### src/rtl/aftab_mem_arbiter.sv
// ---------------------------------------------------------------------------
// aftab_mem_arbiter
//
// Shares the single byte-wide mem_controller port between two masters:
// master 0 (aftab_core) and master 1 (DMA / debug loader). Arbitration is
// round-robin. A grant is held for the owner's whole transaction, and a
// watchdog ends a transfer whose memReady never arrives.
//
// Handshake (identical on both master ports):
//   A master requests by raising mXRead or mXWrite and keeps Read/Write/Addr/
//   DataOut stable until it samples mXReady = 1 at a rising edge. It then
//   drops the request. mXDataIn is valid on the same cycle as mXReady.
//   The arbiter returns to IDLE on the first edge where the owner's request
//   is low. This gives one idle cycle between grants.
//
// Ports:
//   clk, rst              clock (rising edge), synchronous active-high reset
//   m0Read/m0Write        master 0 request strobes
//   m0Addr/m0DataOut      master 0 address / write data
//   m0DataIn/m0Ready      read data / transfer-complete back to master 0
//   m1*                   same set for master 1
//   memRead/memWrite      strobes to mem_controller
//   memAddr/memDataOut    address / write data to mem_controller
//   memDataIn/memReady    read data / completion from mem_controller
//   grant                 one-hot current owner, 00 when idle
//   busTimeout            one-cycle pulse when the watchdog fires
//   dbgState              raw FSM state (0 IDLE, 1 BUSY0, 2 BUSY1)
// ---------------------------------------------------------------------------
module aftab_mem_arbiter #(
    parameter int ADDR_WIDTH     = 32,
    parameter int DATA_WIDTH     = 8,
    parameter int TIMEOUT_CYCLES = 64,
    parameter int CNT_WIDTH      = 8
) (
    input  logic                  clk,
    input  logic                  rst,
    input  logic                  m0Read,
    input  logic                  m0Write,
    input  logic [ADDR_WIDTH-1:0] m0Addr,
    input  logic [DATA_WIDTH-1:0] m0DataOut,
    output logic [DATA_WIDTH-1:0] m0DataIn,
    output logic                  m0Ready,
    input  logic                  m1Read,
    input  logic                  m1Write,
    input  logic [ADDR_WIDTH-1:0] m1Addr,
    input  logic [DATA_WIDTH-1:0] m1DataOut,
    output logic [DATA_WIDTH-1:0] m1DataIn,
    output logic                  m1Ready,
    output logic                  memRead,
    output logic                  memWrite,
    output logic [ADDR_WIDTH-1:0] memAddr,
    output logic [DATA_WIDTH-1:0] memDataOut,
    input  logic [DATA_WIDTH-1:0] memDataIn,
    input  logic                  memReady,
    output logic [1:0]            grant,
    output logic                  busTimeout,
    output logic [1:0]            dbgState
);

    typedef enum logic [1:0] {
        IDLE  = 2'd0,
        BUSY0 = 2'd1,
        BUSY1 = 2'd2
    } arbState_t;

    // A TIMEOUT_CYCLES of 0 disables the watchdog. The last-count constant is
    // clamped so that it never goes negative in that case.
    localparam bit TIMEOUT_EN = (TIMEOUT_CYCLES != 0);
    localparam int TO_LAST_INT = (TIMEOUT_CYCLES > 0) ? TIMEOUT_CYCLES - 1 : 0;
    localparam logic [CNT_WIDTH-1:0] TO_LAST = CNT_WIDTH'(TO_LAST_INT);
    localparam logic [CNT_WIDTH-1:0] CNT_ONE = CNT_WIDTH'(1);

    arbState_t             state;
    arbState_t             stateNext;
    logic                  lastGrant;
    logic [CNT_WIDTH-1:0]  wdCnt;
    logic                  req0;
    logic                  req1;
    logic                  timeoutHit;

    assign req0     = m0Read | m0Write;
    assign req1     = m1Read | m1Write;
    assign dbgState = state;

    // The watchdog fires only while a transfer is in flight and memReady has
    // not rescued it on this very cycle.
    assign timeoutHit = TIMEOUT_EN && (state != IDLE) && (wdCnt == TO_LAST) && !memReady;

    // ---------------------------------------------------------------
    // State register, round-robin history and watchdog counter
    // ---------------------------------------------------------------
    always_ff @(posedge clk) begin
        if (rst) begin
            state     <= IDLE;
            lastGrant <= 1'b1;      // master 0 wins the first tie
            wdCnt     <= '0;
        end else begin
            state <= stateNext;
            if (state == BUSY0 && !req0) lastGrant <= 1'b0;
            if (state == BUSY1 && !req1) lastGrant <= 1'b1;
            // The counter is held at 0 in IDLE. This also clears it on entry to BUSY.
            if (!TIMEOUT_EN || state == IDLE || memReady || timeoutHit)
                wdCnt <= '0;
            else
                wdCnt <= wdCnt + CNT_ONE;
        end
    end

    // ---------------------------------------------------------------
    // Next-state logic
    // ---------------------------------------------------------------
    always_comb begin
        stateNext = state;
        case (state)
            IDLE: begin
                if (req0 && req1)
                    stateNext = lastGrant ? BUSY0 : BUSY1;
                else if (req0)
                    stateNext = BUSY0;
                else if (req1)
                    stateNext = BUSY1;
            end
            BUSY0:   if (!req0) stateNext = IDLE;
            BUSY1:   if (!req1) stateNext = IDLE;
            default: stateNext = IDLE;
        endcase
    end

    // ---------------------------------------------------------------
    // Datapath mux. The owner's live signals pass straight through to the
    // memory. In IDLE every output is 0, so a stray memReady is dropped.
    // ---------------------------------------------------------------
    always_comb begin
        memRead    = 1'b0;
        memWrite   = 1'b0;
        memAddr    = '0;
        memDataOut = '0;
        m0Ready    = 1'b0;
        m0DataIn   = '0;
        m1Ready    = 1'b0;
        m1DataIn   = '0;
        grant      = 2'b00;
        busTimeout = timeoutHit;
        case (state)
            BUSY0: begin
                grant      = 2'b01;
                memWrite   = m0Write;
                memRead    = m0Read & ~m0Write;   // write wins a read+write conflict
                memAddr    = m0Addr;
                memDataOut = m0DataOut;
                m0Ready    = memReady | timeoutHit;
                m0DataIn   = timeoutHit ? '0 : memDataIn;
            end
            BUSY1: begin
                grant      = 2'b10;
                memWrite   = m1Write;
                memRead    = m1Read & ~m1Write;
                memAddr    = m1Addr;
                memDataOut = m1DataOut;
                m1Ready    = memReady | timeoutHit;
                m1DataIn   = timeoutHit ? '0 : memDataIn;
            end
            default: ;
        endcase
    end

endmodule

### config.mk
export PLATFORM = sky130hd
export DESIGN_NAME = aftab_mem_arbiter
export DESIGN_NICKNAME = d
export VERILOG_FILES = /design/src/rtl/aftab_mem_arbiter.sv
export SDC_FILE = /design/constraint.sdc
export NUM_CORES = 1
export LEC_CHECK = 0
export CORE_ASPECT_RATIO = 1.4
export CORE_MARGIN = 10
export CORE_UTILIZATION = 25
export DETAILED_ROUTE_END_ITERATION = 16
export GPL_TIMING_DRIVEN = 1
export PLACE_DENSITY = 0.91
export SETUP_SLACK_MARGIN = 0.05
export SKIP_LAST_GASP = 1
export SLEW_MARGIN = 15
export SYNTH_ARGS = -nofsm -noshare
export SYNTH_HDL_FRONTEND = slang
export SYNTH_SLANG_ARGS = --single-unit
export TNS_END_PERCENT = 10
### constraint.sdc
create_clock -name clk -period 1.6 [get_ports clk]
set_clock_uncertainty 0.15 [all_clocks]
set_input_delay 0.32 -clock clk [delete_from_list [all_inputs] [get_ports clk]]
set_output_delay 0.32 -clock clk [all_outputs]
set_load 0.01 [all_outputs]
==> metrics.md <==
| Metric | Value |
|---|---|
| Die width | between 80 and 90 µm |
| Ys Warns | 0 |
| Fin crit period | 2.10 ns |
| # hold bufs at CTS | 0 |
| Critical path fanouts, max | 25 |
| Syn Area/Cell | 7.37 µm² |
| FMAX | about 480 MHz |
| PwrDens | approximately 650 nW/µm² |
| Largest net degree at the start of global routing | 26 |
| CTS max path bufs | 2 |
| RR Startpoint | dbgState[1] |
| Via count | 2173 |
| GRT Total Usage | between 10% and 20% |
| Commonest non-fill, non-tap cells in the layout | 95 x clkdlybuf4s50_1, 44 x nor2b_1, 33 x buf_4, 32 x dlygate4sd2_1, 27 x a22oi_1 |
| Num CTS Buffers | 3 |
| Final Util | 68.8% |
| Final WS setup | -0.505 ns |
| Clock slew at reported path FFs | 0.05 ns |
| Most common library cell in the layout ignoring fill and taps | clkdlybuf4s50_1 |
| Share of layout cells above drive strength 1 | around 32% |
| Post-synth EDFFs | 0 |
| Initial antenna violation count | 0 |
| Half-perimeter wire length after placement | between 7000 and 8000 µm |
| WL final | between 8000 and 9000 µm |
| Cell variety after synth | 40 |
| Post-synthesis instance total | ~180 |
| Synth area leaders | a22oi_1 23%, nor2b_1 20%, dfxtp_1 16% |
| Area delta synth->final | 166% |
| Clock sinks | 11 |
| Yosys reg bits | 11 |
| Syn_nets | ~280 |
| Hold Path Class | flop to flop |
| Tightest Pin Transition | around 0.32 ns |
| Clock Tree Root | clkbuf_8 |
| Place WS | -0.718 ns |
| RSZ-0062 raised after global routing | true |
| Max-Cap Viols | 0 |
| Final GP Congestion | roughly 0.85 |
| Initial Utilization | 25.9% |
| DR pass1 iterations | 4 |
| Vias per cell | roughly 5.0 |
| Remaining DRCs | 0 |
| Worst-Skew Late Latency | 0.23 ns |
| Post-route ant nets | 0 |
| Die height | 107 µm |
| CTS tree | yes |
| DIE AREA | just under 9000 µm² |
| 1st-iter DRT viols | 60 |
| CP Class | flop to primary output |
| Startpoint Class | flop |
| Max IR drop VDD | between 0.0005 and 0.0006 V |
| Ys flop type | dfxtp_1 |
| Vias in the first global route | 2238 |
| Cell Area, Synth | between 1000 and 1500 µm² |
| Sequential share of the synthesized area | between 15 and 20% |
| Grt total ovfl | 0 |
| Hold path start | lastGrant |
| First-pass GRT wire length | 12400 µm |
| Synth top area share | between 20% and 30% |
| Core Rows | 31 |
| Critical path data arrival time | 1.63 ns |
| Critical Path Sink Type | primary output |
| Req. time, crit path | between 1 and 1.5 ns |
| CTS HTree Levels | 1 |
| Final setup viols | 76 |
| Inserted Diodes | 0 |
| Post-synth ARST share | 0% |
| Failing checks | setup timing |
| Start point of the critical path | dbgState[0] |
| Final Cycle Share | 132% |
| Final hold viol count | 0 |
| Max_slew headroom | around four fifths |
| Max-slew violation count | 0 |
| Port bufs | 159 |
| # IOs | 160 |
| DR WL/cell | 20.1 µm |
| Fin nets | 471 |
| Core area | 5240 µm² |
| Outcome | finished, violations left |
| Pleak | ~1.5 nW |
| Largest area contributor in the netlist | a22oi_1 |
-- sequential cells by signal, indices dropped and copies added, names as in the netlist --
signal	flops
wdCnt	8
lastGrant	1
dbgState	2
-- repair_timing --
action	CTS	global route
setup endpoints to repair	76	76
setup buffers	4	0
pin swaps	1	4
hold endpoints to repair	0	0
resized for setup	126	58
gates cloned	2	0
-- final timing paths --
check,end,slack (ns),cells after the start
min,lastGrant,0.33,1
max,memAddr[30],-0.50,6
max reg2reg,wdCnt[5],-0.22,7
min reg2reg,lastGrant,0.33,1
-- layout make-up --
class                   count  area (µm²)
clock buffers               4        45.0
fillers                   416        1630
inverters                   4        17.5
multi-input cells         152        1280
flip-flops and latches     11         230
well taps                  66        82.6
repair buffers            200        1940
-- critical path: stages, from the launching register on --
cell and delay [ns]:
dfxtp_4 0.35, buf_4 0.14, ha_4 0.18, buf_12 0.17, a22oi_1 0.20, nor2b_1 0.07, dlygate4sd2_1 0.29
-- report_power, final --
part	internal, W	total [W]	switching (W)
clock	0.000174	0.000272	0.0000973
combinational	0.00103	0.00178	0.000741
sequential	0.000295	0.000311	0.0000161
total	0.00150	0.00236	0.000854
-- Yosys cell counts (all sizes together), types with 2 or more instances --
cell type / count
nor2b: 44
a22oi: 41
and3: 17
clkbuf: 14
dfxtp: 11
nor2: 8
ha: 4
inv: 4
a21oi: 3
buf: 3
nand3: 3
or3: 3
a21boi: 2
nand3b: 2
nand4: 2
o21ai: 2
xor2: 2
-- through the flow --
stage | hold slack [ns] | power [W] | std cells | setup TNS [ns] | cell area [µm²]
2_1_floorplan | 0.264 | 0.00114 | 184 | -1.72 | 1510
3_3_place_gp | 0.286 | 0.00203 | 429 | -34.11 | 3420
3_5_place_dp | 0.315 | 0.00207 | 429 | -35.66 | 3420
4_1_cts | 0.326 | 0.00227 | 439 | -32.56 | 3500
5_1_grt | 0.354 | 0.00250 | 437 | -32.66 | 3600
6_report | 0.328 | 0.00236 | 437 | -28.14 | 3600
-- cells by family after synthesis --
logic type | Yosys count | share of synthesized area, %
and+or+nand+nor | 88 | 39.9
AOI/OAI and AO/OA | 55 | 30.6
buffers and inverters | 21 | 6.00
DFF | 11 | 16.2
adders and majority gates | 4 | 3.69
xor gates and xnor gates | 3 | 1.94
muxes | 2 | 1.57
-- per-layer routing --
metal | track usage [%] | part of all wire [%] | up-vias
met1 | 18.0 | 34 | 1017
met4 | 3.41 | 1.2 | 0
met2 | 33.3 | 54 | 94
met5 | 0 | 0 | -
met3 | 5.10 | 11 | 10
li1 | - | - | 1052
Note: power is estimated with default switching activity, not from simulation.
